`config.mk`:
```
export PLATFORM = sky130hd
export DESIGN_NAME = op_stack
export DESIGN_NICKNAME = d
export VERILOG_FILES = /design/src/rtl/op_stack.sv
export SDC_FILE = /design/constraint.sdc
export NUM_CORES = 1
export LEC_CHECK = 0
export ABC_CLOCK_PERIOD_IN_PS = 8450
export BUFFER_PORTS_ARGS = -buffer_cell sky130_fd_sc_hd__buf_2
export CAP_MARGIN = 25
export CORE_ASPECT_RATIO = 0.75
export CORE_UTILIZATION = 54
export CTS_BUF_LIST = sky130_fd_sc_hd__clkbuf_2
export DETAILED_ROUTE_END_ITERATION = 8
export PLACE_DENSITY = 0.81
export SYNTH_ARGS = -nofsm -noshare
export SYNTH_HDL_FRONTEND = slang
export SYNTH_SLANG_ARGS = --single-unit
```
`constraint.sdc`:
```
create_clock -name clk -period 8.45 [get_ports clk]
set_clock_uncertainty 0.05 [all_clocks]
set_input_delay 0.845 -clock clk [delete_from_list [all_inputs] [get_ports clk]]
set_output_delay 0.845 -clock clk [all_outputs]
set_load 0.01 [all_outputs]
```
`src/rtl/op_stack.sv`:
```
// Operator-stack sequencer for the shunting-yard parser: holds pending operators
// on a LIFO and releases them to the evaluator in postfix order.
module op_stack #(
  parameter int DEPTH = 16,
  parameter int CO_N  = 4
) (
  input  logic                       clk,
  input  logic                       rst,
  input  logic [CO_N-1:0]            in_op,
  input  logic                       in_valid,
  output logic                       in_ready,
  output logic [CO_N-1:0]            out_op,
  output logic                       out_valid,
  input  logic                       out_ready,
  output logic                       done,
  output logic [1:0]                 err,
  output logic [$clog2(DEPTH+1)-1:0] depth
);

  localparam int DW = $clog2(DEPTH + 1);
  localparam int AW = $clog2(DEPTH);
  localparam logic [DW-1:0] DEPTH_L = DW'(DEPTH);

  localparam logic [CO_N-1:0] CO_OK = CO_N'(0);
  localparam logic [CO_N-1:0] CO_LP = CO_N'(1);
  localparam logic [CO_N-1:0] CO_RP = CO_N'(2);
  localparam logic [CO_N-1:0] CO_AD = CO_N'(3);
  localparam logic [CO_N-1:0] CO_SB = CO_N'(4);
  localparam logic [CO_N-1:0] CO_MU = CO_N'(5);
  localparam logic [CO_N-1:0] CO_DI = CO_N'(6);
  localparam logic [CO_N-1:0] CO_PS = CO_N'(7);
  localparam logic [CO_N-1:0] CO_NS = CO_N'(8);

  typedef enum logic [1:0] {S_IDLE, S_EVAL, S_EMIT, S_ERR} state_t;

  state_t          state_reg;
  logic [CO_N-1:0] cur_reg;
  logic [CO_N-1:0] top_reg;
  logic [CO_N-1:0] out_op_reg;
  logic            out_valid_reg;
  logic            done_reg;
  logic [1:0]      err_reg;
  logic [DW-1:0]   depth_reg;

  logic [CO_N-1:0] stack_mem [DEPTH];

  function automatic logic [1:0] level(input logic [CO_N-1:0] op);
    case (op)
      CO_AD, CO_SB: level = 2'd1;
      CO_MU, CO_DI: level = 2'd2;
      CO_PS, CO_NS: level = 2'd3;
      default:      level = 2'd0;
    endcase
  endfunction

  logic            empty;
  logic            full;
  logic            top_is_lp;
  logic            push_req;
  logic            emit_req;
  logic            pop_lp;
  logic [1:0]      eval_err;
  logic [CO_N-1:0] emit_op;
  logic            push_en;
  logic [DW-1:0]   rd_ptr;

  assign empty     = (depth_reg == '0);
  assign full      = (depth_reg == DEPTH_L);
  assign top_is_lp = (top_reg == CO_LP);
  assign emit_op   = empty ? CO_OK : top_reg;
  assign push_en   = (state_reg == S_EVAL) && push_req;

  // EVAL decision for the current token against the current top of stack.
  always_comb begin
    push_req = 1'b0;
    emit_req = 1'b0;
    pop_lp   = 1'b0;
    eval_err = 2'd0;
    case (cur_reg)
      CO_LP, CO_PS, CO_NS: push_req = 1'b1;
      CO_AD, CO_SB, CO_MU, CO_DI: begin
        if (!empty && !top_is_lp && (level(top_reg) >= level(cur_reg)))
          emit_req = 1'b1;
        else
          push_req = 1'b1;
      end
      CO_RP: begin
        if (empty)          eval_err = 2'd2;
        else if (top_is_lp) pop_lp   = 1'b1;
        else                emit_req = 1'b1;
      end
      CO_OK: begin
        if (empty)          emit_req = 1'b1;
        else if (top_is_lp) eval_err = 2'd2;
        else                emit_req = 1'b1;
      end
      default: eval_err = 2'd3;
    endcase
    if (push_req && full) begin
      push_req = 1'b0;
      eval_err = 2'd1;
    end
  end

  // The top is read one cycle ahead: in EMIT the pending pop means the next
  // EVAL sees the entry below the current top.
  assign rd_ptr = (state_reg == S_EMIT) ? (depth_reg - DW'(2)) : (depth_reg - DW'(1));

  always_ff @(posedge clk) begin
    if (push_en)
      stack_mem[depth_reg[AW-1:0]] <= cur_reg;
    if (rd_ptr < DEPTH_L)
      top_reg <= stack_mem[rd_ptr[AW-1:0]];
  end

  always_ff @(posedge clk) begin
    if (rst) begin
      state_reg     <= S_IDLE;
      cur_reg       <= '0;
      out_op_reg    <= '0;
      out_valid_reg <= 1'b0;
      done_reg      <= 1'b0;
      err_reg       <= 2'd0;
      depth_reg     <= '0;
    end else begin
      done_reg <= 1'b0;
      case (state_reg)
        S_IDLE: begin
          if (in_valid) begin
            cur_reg   <= in_op;
            state_reg <= S_EVAL;
          end
        end
        S_EVAL: begin
          if (eval_err != 2'd0) begin
            err_reg   <= eval_err;
            state_reg <= S_ERR;
          end else if (push_req) begin
            depth_reg <= depth_reg + DW'(1);
            state_reg <= S_IDLE;
          end else if (pop_lp) begin
            depth_reg <= depth_reg - DW'(1);
            state_reg <= S_IDLE;
          end else if (emit_req) begin
            out_op_reg    <= emit_op;
            out_valid_reg <= 1'b1;
            state_reg     <= S_EMIT;
          end else begin
            state_reg <= S_IDLE;
          end
        end
        S_EMIT: begin
          if (out_ready) begin
            out_valid_reg <= 1'b0;
            // OK is never stacked, so an emitted OK is always the terminal one.
            if (out_op_reg == CO_OK) begin
              done_reg  <= 1'b1;
              depth_reg <= '0;
              state_reg <= S_IDLE;
            end else begin
              depth_reg <= depth_reg - DW'(1);
              state_reg <= S_EVAL;
            end
          end
        end
        default: state_reg <= S_ERR;
      endcase
    end
  end

  assign in_ready  = (state_reg == S_IDLE);
  assign out_op    = out_op_reg;
  assign out_valid = out_valid_reg;
  assign done      = done_reg;
  assign err       = err_reg;
  assign depth     = depth_reg;

endmodule
```
==> results.md <==
- Ordered cell list for the critical path: and2_1, a21oi_1, o21ai_0, ha_1, nand2b_1, a21o_1, a31o_4, a211o_1, nor4b_1
- Path class of the lowest-slack min-delay path: flip-flop to flip-flop
- Clock-pin slew on the worst setup and hold paths: 220 ps
- Biggest cell delay along the critical path: 950 ps
- Summed area of non-filler cells in the final layout: 4630 um2
- Depth of the worst register-to-register path: 9
- Average cell area after synthesis: 11.3 um2
- Final clock period utilization by the worst path: 47.4%
- Synth warn: 0
- Maximum number of pins on one net before global-route repair: 33
- Antenna violations before repair: 0
- Fmax: 0.250 GHz
- Unrepaired setup endpoints after global routing: no
- Clock Tree Buf Depth: 2
- Leakage power summed over all cells: 1.62 nW
- Post-synthesis cell type with the largest combined area: edfxtp_1
- Maximum net fanout on the critical path: 25
- Crit. End Element: flip-flop
- Cells after Synth: 381
- Worst min-delay path endpoint: err[0]
- Summed negative setup slack over all endpoints: 0 ps
- TritonRoute pass-1 iters: 6
- Most frequent cells in the layout: edfxtp_1, nand2_1, a211oi_1, buf_2, a31oi_1
- ANT nets after route: 0
- Terminus of the critical flop-to-flop path: stack_mem[4][0]
- Final setup violating endpoints: 0
- Worst Setup Start Kind: flip-flop
- Number of stages on the worst hold path: 2
- Area contributors post-synth: edfxtp_1, dfxtp_1, nand2_1
- Count of clock tree sinks: 87
- Area of the placeable core: 7530 um2
- Total number of vias: 3,251
- CP max stage cell: dfxtp_1
- CP Class: flip-flop to flip-flop
- Boundary Pins: 22
- Final std cells w/o fill: 498
- Number of setup buffers added after CTS: 0
- Floorplan row count: 27
- Post-cts hold buffer count: 0
- Share of the yosys chip area belonging to registers: 56.1%
- Via count of the first global-routing pass: 3,012
- Effective utilization at floorplan: 57.3%
- CTS buffer count: 9
- Power Density: 234 nW/um2
- Rel. slew slack: 37.9%
- Leading register cell type out of synthesis: edfxtp_1
- Most common cell after layout, fill and taps aside: edfxtp_1
- Max FFs per register: 64
- Cts repair resizes: 0
- Hold violation total from the final report: 0
- Maxcap violations: 0
- Clock network latency to the later pin of the worst-skew pair: 560 ps
- Total Die Area: 8360 um2
- Ratio of cells with drive above 1 in the final layout: 14.1%
- Post-route DRC violation count: 0
- Grt ovf: 0
- Asr flop ratio synth: 0%
- Final WL: 10.5 mm
- Die boundary height: 79.4 um
- Summed instance area of the synthesized netlist: 4320 um2
- Area added between synthesis and finish: 7.19%
- CTS tree: built
- Kind of cell adding the most delay to the critical path: simple AND/OR/NAND/NOR gates
- Shortest clock period the worst path allows after layout: 4010 ps
- Total area of multi-input combinational cells: 1750 um2
- Per-cell via count in the routed design: 6.53
- Overall global routing resource usage: 26.6%
- Measured slew at the worst slew-check pin: 918 ps
- Die extent in x: 105 um
- Gpl congestion: 0.952
- Worst EP arrival: 4160 ps
- Fill count: 596
- Startpoint of the worst-slack reg-to-reg timing path: cur_reg[0]
- Worst path required time: 8610 ps
- Area fraction of the dominant cell type after synthesis: 47.3%
- Status: complete, no violations
- First-pass GRT wire length: 16.3 mm
- Startpoint of the tightest hold check path: err[0]
- Flop-to-flop setup slack: 4440 ps
- Number of diodes added for antenna fixing: 0
- Cell count after placement: 482
- Final Slew Violations: 0
- Synth Net Count: 399
- Iteration-0 DRC Markers: 313
- Detail-routed net length per standard cell: 21.0 um
- Number of nets in the finished design: 410
- Number of flops mapped to enable cells by yosys: 68
- Final HPWL from detailed placement: 6.92 mm
- Placement-stage cell area: 4470 um2
- Peak supply drop: 115 uV
- Total of buffers placed on input and output ports: 21
- H-tree level count: 3
- Overall Power: 1.08 mW
- CP Buf/Inv Count: 0
- Root buf cell: clkbuf_2
- Total of flip-flops plus latches after synthesis: 87
- Synth cell types: 59
- Storage cell area: 2420 um2
[tightest hold or removal path, delay by kind of cell (launching register included)]
family,cells,cell delay [ps]
compound gates,1,50
flops,1,360
simple gates,1,50
[stage by stage]
| step | setup WS (ps) | util [%] | hold WS (ps) |
|---|---|---|---|
| 2_1_floorplan | 4980 | - | 426 |
| 3_3_place_gp | 4750 | 59.3 | 390 |
| 3_5_place_dp | 4540 | 59.3 | 390 |
| 4_1_cts | 4480 | 61.4 | 413 |
| 5_1_grt | 4240 | 61.4 | 413 |
| 6_report | 4440 | 61.4 | 415 |
[Yosys cell counts (all sizes together) (2+ instances only)]
library cell,n
mux4,4
nand4,4
or3,3
o32a,2
ha,10
mux2i,2
a2bb2oi,2
nor3,6
nand2b,6
nor2,15
inv,7
or4b,3
a31oi,20
a2111oi,2
a21oi,16
xor2,2
clkbuf,16
a211oi,22
nor4b,5
a21boi,2
a21o,2
edfxtp,68
nor4,2
dfxtp,19
nand2,51
nor2b,2
a311oi,3
and2,22
o32ai,2
nand3,6
buf,10
and3,9
o21ai,14
xnor2,2
and4,4
[power breakdown]
| group | leakage [nW] | total (mW) | internal, mW | switching, mW |
|---|---|---|---|---|
| Combinational | 0.763 | 0.297 | 0.110 | 0.187 |
| Sequential | 0.769 | 0.510 | 0.485 | 0.0248 |
| Clock | 0.0924 | 0.274 | 0.130 | 0.144 |
| Total | 1.62 | 1.08 | 0.725 | 0.356 |
[logic make-up (layout without fill, tap and decap cells)]
logic type | count (synthesis) | after routing | synth area share [%]
compound gates | 99 | 99 | 16.6
fa+ha+maj | 10 | 10 | 2.90
flops | 87 | 87 | 56.1
mux | 7 | 7 | 2.90
xor+xnor | 4 | 4 | 0.812
buf+inv | 33 | 49 | 3.56
simple gates | 141 | 141 | 17.1
[layout make-up]
cell class	instances	area share [%]
Timing Repair Buffer	26	3.08
Multi-Input combinational cell	261	37.8
Sequential cell	87	52.3
Clock inverter	5	2.30
Tap cell	101	2.73
Inverter	7	0.568
Clock buffer	11	1.19
[worst max path at each step]
stage,cells after the start,start,end
floorplan,9,cur_reg[1],stack_mem[4][0]
global placement,9,cur_reg[0],stack_mem[5][1]
detailed placement,9,cur_reg[0],stack_mem[4][2]
CTS,9,cur_reg[0],stack_mem[4][0]
global route,9,cur_reg[0],stack_mem[7][2]
finish,9,cur_reg[0],stack_mem[4][0]
[routing by layer]
metal	wire, um	vias to the layer above	part of all wire, %	global-route usage, %
met1	4830	1581	46	38.3
met2	4510	169	43	38.4
li1	-	1484	-	-
met3	1020	17	9.7	9.22
met5	0	-	0	0
met4	112	0	1.1	6.48
Note: power is estimated with default switching activity, not from simulation.
